**src/rtl/pipe_hybrid_sub.sv**
```systemverilog
// Two-stage pipelined WIDTH-bit subtractor: low half and its borrow in stage 1, high half in stage 2.
// Optional saturate-at-zero on unsigned underflow when PIPE_HYBRID_SUB_SAT_EN is defined.
module pipe_hybrid_sub #(
  parameter int WIDTH = 32
) (
  input  logic             clk,
  input  logic             rst,
  input  logic             in_valid,
  output logic             in_ready,
  input  logic [WIDTH-1:0] a,
  input  logic [WIDTH-1:0] b,
  input  logic             bin,
`ifdef PIPE_HYBRID_SUB_SAT_EN
  input  logic             sat,
`endif
  output logic             out_valid,
  input  logic             out_ready,
  output logic [WIDTH-1:0] d,
  output logic             bout,
  output logic             ovf,
  output logic             zero
);

  localparam int HALF = WIDTH / 2;

  // Stage 1 registers
  logic            s1_valid_q, s1_valid_d;
  logic [HALF-1:0] low_diff_q, low_diff_d;
  logic            low_borrow_q, low_borrow_d;
  logic [HALF-1:0] a_hi_q, a_hi_d;
  logic [HALF-1:0] b_hi_q, b_hi_d;
  logic            sat_q, sat_d;

  // Stage 2 registers
  logic             s2_valid_q, s2_valid_d;
  logic [WIDTH-1:0] d_q, d_d;
  logic             bout_q, bout_d;
  logic             ovf_q, ovf_d;
  logic             zero_q, zero_d;

  // Handshake
  logic s2_can_load;
  logic s1_adv;
  logic in_xfer;
  logic out_xfer;

  // Datapath intermediates
  logic [HALF:0]    low_ext;
  logic [HALF:0]    hi_ext;
  logic [HALF-1:0]  hi;
  logic [WIDTH-1:0] raw_d;
  logic             hi_borrow;
  logic             sat_hit;

  always_comb begin
    s2_can_load = !s2_valid_q || out_ready;
    s1_adv      = s1_valid_q && s2_can_load;
    in_ready    = !s1_valid_q || s2_can_load;
    in_xfer     = in_valid && in_ready;
    out_xfer    = s2_valid_q && out_ready;
  end

  // Stage 1: low-half subtract, capture the high halves untouched
  always_comb begin
    low_ext = {1'b0, a[HALF-1:0]} - {1'b0, b[HALF-1:0]} - {{HALF{1'b0}}, bin};

    s1_valid_d   = s1_valid_q;
    low_diff_d   = low_diff_q;
    low_borrow_d = low_borrow_q;
    a_hi_d       = a_hi_q;
    b_hi_d       = b_hi_q;
    sat_d        = sat_q;

    if (in_xfer) begin
      s1_valid_d   = 1'b1;
      low_diff_d   = low_ext[HALF-1:0];
      low_borrow_d = low_ext[HALF];
      a_hi_d       = a[WIDTH-1:HALF];
      b_hi_d       = b[WIDTH-1:HALF];
`ifdef PIPE_HYBRID_SUB_SAT_EN
      sat_d        = sat;
`else
      sat_d        = 1'b0;
`endif
    end else if (s1_adv) begin
      s1_valid_d = 1'b0;
    end
  end

  // Stage 2: high-half subtract with the registered borrow, derive flags
  always_comb begin
    hi_ext    = {1'b0, a_hi_q} - {1'b0, b_hi_q} - {{HALF{1'b0}}, low_borrow_q};
    hi        = hi_ext[HALF-1:0];
    hi_borrow = hi_ext[HALF];
    raw_d     = {hi, low_diff_q};
    sat_hit   = sat_q && hi_borrow;

    s2_valid_d = s2_valid_q;
    d_d        = d_q;
    bout_d     = bout_q;
    ovf_d      = ovf_q;
    zero_d     = zero_q;

    if (s1_adv) begin
      s2_valid_d = 1'b1;
      bout_d     = hi_borrow;
      ovf_d      = (a_hi_q[HALF-1] != b_hi_q[HALF-1]) && (hi[HALF-1] != a_hi_q[HALF-1]);
      // Saturation only clamps the value; bout/ovf keep reporting the raw result
      d_d        = sat_hit ? '0 : raw_d;
      zero_d     = sat_hit ? 1'b1 : (raw_d == '0);
    end else if (out_xfer) begin
      s2_valid_d = 1'b0;
    end
  end

  always_ff @(posedge clk) begin
    if (rst) begin
      s1_valid_q   <= 1'b0;
      low_diff_q   <= '0;
      low_borrow_q <= 1'b0;
      a_hi_q       <= '0;
      b_hi_q       <= '0;
      sat_q        <= 1'b0;
      s2_valid_q   <= 1'b0;
      d_q          <= '0;
      bout_q       <= 1'b0;
      ovf_q        <= 1'b0;
      zero_q       <= 1'b0;
    end else begin
      s1_valid_q   <= s1_valid_d;
      low_diff_q   <= low_diff_d;
      low_borrow_q <= low_borrow_d;
      a_hi_q       <= a_hi_d;
      b_hi_q       <= b_hi_d;
      sat_q        <= sat_d;
      s2_valid_q   <= s2_valid_d;
      d_q          <= d_d;
      bout_q       <= bout_d;
      ovf_q        <= ovf_d;
      zero_q       <= zero_d;
    end
  end

  assign out_valid = s2_valid_q;
  assign d         = d_q;
  assign bout      = bout_q;
  assign ovf       = ovf_q;
  assign zero      = zero_q;

endmodule
```
**config.mk**
```make
export PLATFORM = sky130hd
export DESIGN_NAME = pipe_hybrid_sub
export DESIGN_NICKNAME = d
export VERILOG_FILES = /design/src/rtl/pipe_hybrid_sub.sv
export SDC_FILE = /design/constraint.sdc
export NUM_CORES = 1
export LEC_CHECK = 0
export ABC_AREA = 1
export CAP_MARGIN = 20
export CORE_MARGIN = 2
export CORE_UTILIZATION = 47
export DETAILED_ROUTE_END_ITERATION = 7
export DONT_BUFFER_PORTS = 1
export PLACE_DENSITY = 0.61
export SYNTH_ARGS = -nofsm -noshare
export SYNTH_HDL_FRONTEND = slang
export SYNTH_SLANG_ARGS = --single-unit
export TNS_END_PERCENT = 1
```
**constraint.sdc**
```tcl
create_clock -name clk -period 2.2 [get_ports clk]
set_input_delay 0.22 -clock clk [delete_from_list [all_inputs] [get_ports clk]]
set_output_delay 0.22 -clock clk [all_outputs]
set_load 0.02 [all_outputs]
```
=== Yosys cells after proc, flatten, opt, wreduce, memory -nomap -nowiden ===
Index checks and enable logic that the tools add are counted.

* Register bits after elaboration: 86
* Input port bits: 69
* Output and inout port bits: 37
* Logic and storage cells: 31

* Add/sub/neg operators: 4
* Eq/ne operators: 2
* Mux-type cells: 4
* Reductions and logical operators: 11

{| class="wikitable"
|+ Operators with widths
! operator !! count
|-
| $sub 16x16->17 || 2
|-
| $sub 17x1->17 || 2
|-
| $logic_not 32->1 || 1
|-
| $logic_and 1x1->1 || 4
|-
| $mux 1 || 4
|-
| $reduce_bool 2->1 || 2
|-
| $logic_not 1->1 || 2
|-
| $logic_or 1x1->1 || 2
|-
| $ne 1x1->1 || 2
|}

=== Depth between registers and ports, before layout ===
Gate-level depths: netlist (run 1).

* Depth after elaboration: 5
* Gate-level depth with buffers: 17
* Gate-level depth less buffers: 17

=== Worst setup path after synthesis (run 1) ===
No wires, ideal clock.

* Kind: input-to-reg
* From: in b[0]
* To: reg low_diff_q[12]
* Library setup time: 113 ps
* Arrival time: 2033 ps
* Required time: 2087 ps
* Path slack: 54 ps
* Stages on the path: 14
* Buffers on the path: 0
* Path through: inv_1 > fa_1 > fa_1 > inv_1 > nand2_1 > a21oi_1 > o21bai_2 > nand2_1 > nand2_1 > a21o_1 > nand2_1 > nand2_1 > o21ai_1 > inv_1

* Cells in the longest elaborated chain, start to end: 2

{| class="wikitable"
|+ Ends and longest elaborated chain
! element !! line !! text
|-
| from (decl) || 11 || <nowiki>input logic [WIDTH-1:0] b,</nowiki>
|-
| $sub 16x16->17 || 65 || <nowiki>low_ext = {1'b0, a[HALF-1:0]} - {1'b0, b[HALF-1:0]} - {{HALF{1'b0}}, bin};</nowiki>
|-
| $sub 17x1->17 || 65 ||
|-
| to (signal assigned) || 131 || <nowiki>low_diff_q <= low_diff_d;</nowiki>
|-
| to (decl) || 28 || <nowiki>logic [HALF-1:0] low_diff_q, low_diff_d;</nowiki>
|}

No other way between the ends.
A chain may end at the register's enable or synchronous reset.

=== Worst setup path after layout (run 1) ===
* From: reg low_borrow_q
* To: reg ovf_q (netlist: ovf)

* Cells in the longest elaborated chain, start to end: 3

{| class="wikitable"
|+ Ends and longest elaborated chain
! element !! line !! text
|-
| from (decl) || 29 || <nowiki>logic low_borrow_q, low_borrow_d;</nowiki>
|-
| from (signal assigned) || 132 || <nowiki>low_borrow_q <= low_borrow_d;</nowiki>
|-
| $sub 17x1->17 || 92 || <nowiki>hi_ext = {1'b0, a_hi_q} - {1'b0, b_hi_q} - {{HALF{1'b0}}, low_borrow_q};</nowiki>
|-
| $ne 1x1->1 || 107 || <nowiki>ovf_d = (a_hi_q[HALF-1] != b_hi_q[HALF-1]) && (hi[HALF-1] != a_hi_q[HALF-1]);</nowiki>
|-
| $logic_and 1x1->1 || 107 ||
|-
| to (signal assigned) || 139 || <nowiki>ovf_q <= ovf_d;</nowiki>
|-
| to (decl) || 38 || <nowiki>logic ovf_q, ovf_d;</nowiki>
|}

No other way between the ends.

==> qor.yml, run 1 <==
cts_hold_buf: 3
io_pins: 106
synth-edff-count: 0
grt_pass1_vias: 4844
max-vdd-ir-drop_v: 0.0003361
track_usage: 0.2213
final_cells: 1013
critPathMaxStageDelay_ps: 580
antenna_found_initial: 1
place_hpwl_um: 10830
final_common_cell: "inv_1"
violations: "negative hold slack, negative setup slack"
synth-async-reset-ratio: 0
wl_per_cell_um: 13.85
die_area_mm2: 0.01284
p_leak_nw: 3.448
required_ps: 2480
worstRegToRegCells: 17
overflow: 0
drv_cap: 0
totalWireLength_um: 14030
critPathMaxFanout: 3
slew_headroom: 0.6284
cts_tree: "done"
grt_max_degree: 74
clk_pin_slew_ps: 70
critPathLaunchType: "flop"
synthFlopType: "dfxtp_1"
crit_top_cell: "nand2_4"
rsz0062_at_grt: "yes"
vias_per_cell: 5.068
cts-buffers-inserted: 9
grt_pass1_wl_um: 22930
synthCells: 839
drive_gt1_frac: 0.1221
syn_to_final_growth_pct: 16.40
syn_area_mm2: 0.005614
h-tree-depth: 3
hold_class: "in2reg"
clk_latency_ps: 340
clockBufferDepth: 2
worstPathCellList: "inv_2, fa_2, ha_1, inv_1, nand2_4, nand2_4, nand2_4, nand2_4, nand2_4, nand2_4, buf_6, nand3_4, nand2_4, buf_4, nand2_1, nand4_1, a21oi_1"
netlist-cell-type-count: 35
drtPass1Iterations: 5
yosys_warnings: 0
root_buffer: "clkbuf_16"
syn_area_per_cell_um2: 6.691
period_needed_ps: 2260
gp_congestion: 0.8604
setup_viol_count_final: 2
drt_iter0_drc: 213
start_util: 0.4875
yosysSeqAreaShare: 0.3067
coreArea_mm2: 0.01152
holdWs_ps: -53.13
io_buffers: 0
synth_nets: 972
hold_depth: 1
status: "finished, violations left"
worst_slack_ps: -59.83
final_hold_viol_count: 3
fin_nets: 996
drv_slew: 0
skew_ps: 10.39
fp-row-count: 39
timing.fmax_ghz: 0.4425
tightest_slew_ps: 557.4
via_count: 5134
slowest_stage: "fa_2"
die_y_um: 113.3
power_density_mw_per_mm2: 807.5
r2r_slack_ps: -60
placedCellCount: 988
arrival_ps: 2540
worstSetupEndpointType: "flop"
min_period_over_period: 1.027
layout_common_cells: "inv_1 (186), nand2_1 (147), dfxtp_1 (84), a21oi_1 (74), o21ai_0 (69)"
die_w_um: 113.3
drc: 0
post-route-util: 0.5675
criticalPathCategory: "reg2reg"
synth_seq_cells: 86
antenna_left: 0
cts.sinks: 86
[cells by family (layout without fill, tap and decap cells)]
kind of cell             count (synthesis)  after routing  synth area share
flip-flops                              86             86            0.3067
XOR/XNOR                                 8              8           0.01248
buffers and inverters                  220            249            0.1480
other                                    0              2                 0
adder cells (fa/ha/maj)                 64             64            0.1480
AND/OR/NAND/NOR                        289            289            0.2191
AO/OA/AOI/OAI                          172            172            0.1658
[cells in the mapped netlist, drive strengths merged, types with 6 or more instances]
cell type / count / area share
a21oi: 76 / 0.068
buf: 6 / 0.0049
clkbuf: 18 / 0.012
dfxtp: 86 / 0.31
ha: 60 / 0.13
inv: 195 / 0.13
nand2: 164 / 0.11
nand3: 31 / 0.029
nand3b: 8 / 0.011
nand4: 7 / 0.0078
nor2: 70 / 0.049
o211ai: 12 / 0.016
o21ai: 73 / 0.066
[worst max-delay path: cells and delay by family (launching register included)]
| family | cells | cell delay, ps |
|---|---|---|
| AOI/OAI and AO/OA | 1 | 140 |
| adders and majority gates | 2 | 730 |
| buffers and inverters | 4 | 340 |
| DFF | 1 | 320 |
| and+or+nand+nor | 10 | 680 |
[timing repair]
action | CTS | global route
pin swaps | 9 | 14
endpoints found under the setup margin | 3 | 13
gates resized for setup | 16 | 34
endpoints found under the hold margin | 6 | 3
gates cloned | 0 | 0
buffers inserted | 3 | 1
[path summary, 6_finish.rpt]
path | from | endpoint
min | rst | ovf
max reg2reg | low_borrow_q | ovf
max | low_borrow_q | ovf
min reg2reg | a_hi_q[5] | a_hi_q[5]
[cell type report]
cell class | instances | area, um2
multi-input cells | 533 | 3281
fillers | 1118 | 4981
clock inverters | 7 | 80.08
inverters | 196 | 735.7
flip-flops and latches | 86 | 1724
well taps | 143 | 178.9
repair buffers | 37 | 305.3
clock buffers | 9 | 225.2
diodes | 2 | 5.005
[metrics by stage]
step           TNS, ps  worst slack [ps]  area (um2)  total power [mW]  hold slack (ps)
6_report        -106.5            -59.83        6535             5.277           -53.13
3_3_place_gp    -237.7            -106.6        5938             3.521            294.1
2_1_floorplan        0             54.24        5614             3.031            376.2
4_1_cts         -33.87            -33.87        6351             5.175           -67.22
5_1_grt         -820.2            -196.5        6530             5.634           -64.69
3_5_place_dp    -574.4            -104.2        5938             3.542            298.1
[metal layers]
| layer | global-route usage | up-vias | wire length (um) | part of all wire |
|---|---|---|---|---|
| met4 | 0.06667 | 0 | 224 | 0.016 |
| met2 | 0.3517 | 132 | 6176 | 0.44 |
| met1 | 0.2971 | 2306 | 6782 | 0.48 |
| met3 | 0.05624 | 18 | 846 | 0.060 |
| met5 | 0 | - | 0 | 0 |
| li1 | - | 2678 | - | - |
[state kept, by name, summed over array words and instances, names as in the netlist]
name	flops
a_hi_q	16
b_hi_q	16
bout	1
d	32
low_borrow_q	1
low_diff_q	16
out_valid	1
ovf	1
s1_valid_q	1
zero	1
[report_power, final]
| part | internal [mW] | switching, mW | total (mW) |
|---|---|---|---|
| Combinational | 0.758 | 1.12 | 1.88 |
| Sequential | 1.69 | 0.136 | 1.83 |
| Clock | 0.896 | 0.672 | 1.57 |
Power figures use the tool's default switching activity.
==> inputs of run 2 (changes only) <==
CORE_ASPECT_RATIO = 1.2   (was default)
GPL_TIMING_DRIVEN = 0   (was default)
==> qor.yml, run 2 (same netlist as run 1, synthesis figures left out) <==
min_period_over_period: 1.055  # +0.02747
worst-path-buf-inv: 2  # -2
r2r_slack_ps: -120  # -60 ps
track_usage: 0.2435  # +0.02217
drive_gt1_frac: 0.09696  # -0.02516
cts_hold_buf: 0  # -3
drtPass1Iterations: 4  # -1
drv_cap: 0  # unchanged
skew_ps: 6.505  # -3.887 ps
final_hold_viol_count: 0  # -3
worstHoldEndpoint: "low_diff_q[4]"
post-route-cell-area_mm2: 0.006321  # -3.3%
period_needed_ps: 2320  # +60.43 ps
drv_slew: 0  # unchanged
critPathMaxFanout: 3  # unchanged
critPathLaunchType: "flop"
fin_tns_setup_ps: -160.9  # -54.40 ps
rsz0062_at_grt: "yes"
drt_iter0_drc: 202  # -5.2%
fp-row-count: 43  # +10%
setup_viol_count_final: 2  # unchanged
totalWireLength_um: 15150  # +8.0%
drc: 0  # unchanged
p_leak_nw: 3.293  # -4.5%
worstSetupEndpointType: "flop"
hold_depth: 3  # +2
die_w_um: 103.8  # -8.4%
timing.fmax_ghz: 0.4310  # -2.6%
antenna_found_initial: 2  # +1
hold_start: "rst"
antenna_left: 0  # unchanged
status: "finished, violations left"
cts.sinks: 86  # unchanged
worstPathCellList: "fa_2, inv_2, ha_4, inv_2, nand2_4, nand2_2, nand2_2, nand2_2, nand2_4, nand2_4, nand2_2, nand2_2, nand2_4, nor3_2, nand3_1, a21oi_2"
grt_max_degree: 16  # -78%
gp_congestion: 0.8734  # +1.5%
worstRegToRegCells: 16  # -1
root_buffer: "clkbuf_16"
place_hpwl_um: 12560  # +16%
clockBufferDepth: 2  # unchanged
r2r_end: "zero"
clk_pin_slew_ps: 70  # about the same
start_util: 0.4831  # -0.004409
rr_startpoint: "a_hi_q[0]"
wl_per_cell_um: 14.93  # +7.8%
h-tree-depth: 3  # unchanged
place_area_mm2: 0.005811  # -2.1%
cts-buffers-inserted: 9  # unchanged
worst_slack_ps: -120.3  # -60.43 ps
die_y_um: 123.7  # +9.2%
max-vdd-ir-drop_v: 0.0003535  # +5.2%
fin_nets: 985  # -1.1%
violations: "negative setup slack"
syn_to_final_growth_pct: 12.59
hold_class: "in2reg"
io_buffers: 0  # unchanged
crit_top_cell: "nand2_2"
power_density_mw_per_mm2: 794.5  # -1.6%
layout_common_cells: "inv_1 (187), nand2_1 (144), dfxtp_1 (84), a21oi_1 (73), o21ai_0 (69)"
final_common_cell: "inv_1"
required_ps: 2470  # about the same
vias_per_cell: 5.021  # -0.94%
criticalPathCategory: "reg2reg"
slew_headroom: 0.5720  # -0.05635
overflow: 0  # unchanged
tightest_slew_ps: 641.9  # +84.52 ps
cp_top_family: "simple AND/OR/NAND/NOR gates"
clk_latency_ps: 340  # about the same
io_pins: 106  # unchanged
largest_register_ffs: 32  # unchanged
grt_pass1_wl_um: 24410  # +6.5%
cts_tree: "done"
grt_pass1_vias: 5078  # +4.8%
die_area_mm2: 0.01284  # about the same
critPathMaxStageDelay_ps: 580  # about the same
arrival_ps: 2600  # +60 ps
coreArea_mm2: 0.01162  # +0.91%
via_count: 5096  # -0.74%
slowest_stage: "fa_2"
worstSetupStartpoint: "a_hi_q[0]"
[run 2: cell types whose count changed in the layout (fill, tap and decap cells not counted), moves of 3 or more]
cell           before  now
nand2_2            10   15
buf_2               0    4
nand2_1           147  144
clkbuf_1            0   17
dlygate4sd3_1       3    0
nor2_1             64   60
nor2_2              4    7
buf_4              31    2
[run 2: repair_timing]
action	CTS	global route
pin swaps	3	12
buffers inserted	0	2
setup endpoints to repair	7	32
resized for setup	18	39
[run 2: per-layer routing]
layer | GRT usage | up-vias | wire, um
li1 | - | 2660 | -
met1 | 0.2462 | 2300 | 5809
met2 | 0.4785 | 105 | 8024
met3 | 0.04657 | 31 | 664
met4 | 0.1267 | 0 | 653
met5 | 0 | - | 0
[run 2: power by group]
group          internal [mW]  switching, mW  total, mW  leakage, nW
registers               1.69          0.138       1.83        0.713
clock network          0.804          0.655       1.46        0.141
logic                  0.627           1.11       1.73         2.44
[run 2: worst max-delay path by stage]
stage,endpoint,slack [ps],cells past startpoint
finish,zero,-120,16
CTS,ovf,-90,14
floorplan,low_diff_q[12],50,14
global route,zero,-240,16
detailed placement,zero,-260,17
global placement,zero,-230,17
[run 2: tightest hold or removal path, delay by kind of cell]
kind / cells / cell delay [ps]
buf+inv: 1 / 40
compound gates: 2 / 80
[run 2: layout make-up]
cell class	count	area, um2
Inverter	196	735.7
Timing Repair Buffer	2	15.01
Tap cell	157	196.4
Buffer	24	96.34
Clock inverter	5	42.54
Antenna cell	2	5.005
Clock buffer	10	239.0
Sequential cell	86	1727
Fill cell	1222	5300
Multi-Input combinational cell	533	3264
[run 2: metrics by stage]
stage                     power (mW)    util  std cells  hold WS (ps)  setup slack, ps
final                          5.022  0.5439       1015         28.39           -120.3
after global routing           5.381  0.5437       1014         55.60           -240.5
after CTS                      4.942  0.5284       1011         23.22           -87.21
after detailed placement       3.445  0.5000        996         389.9           -257.6
after global placement         3.422  0.5000        996         382.9           -232.7
after floorplan                3.031       -        839         376.2            54.24
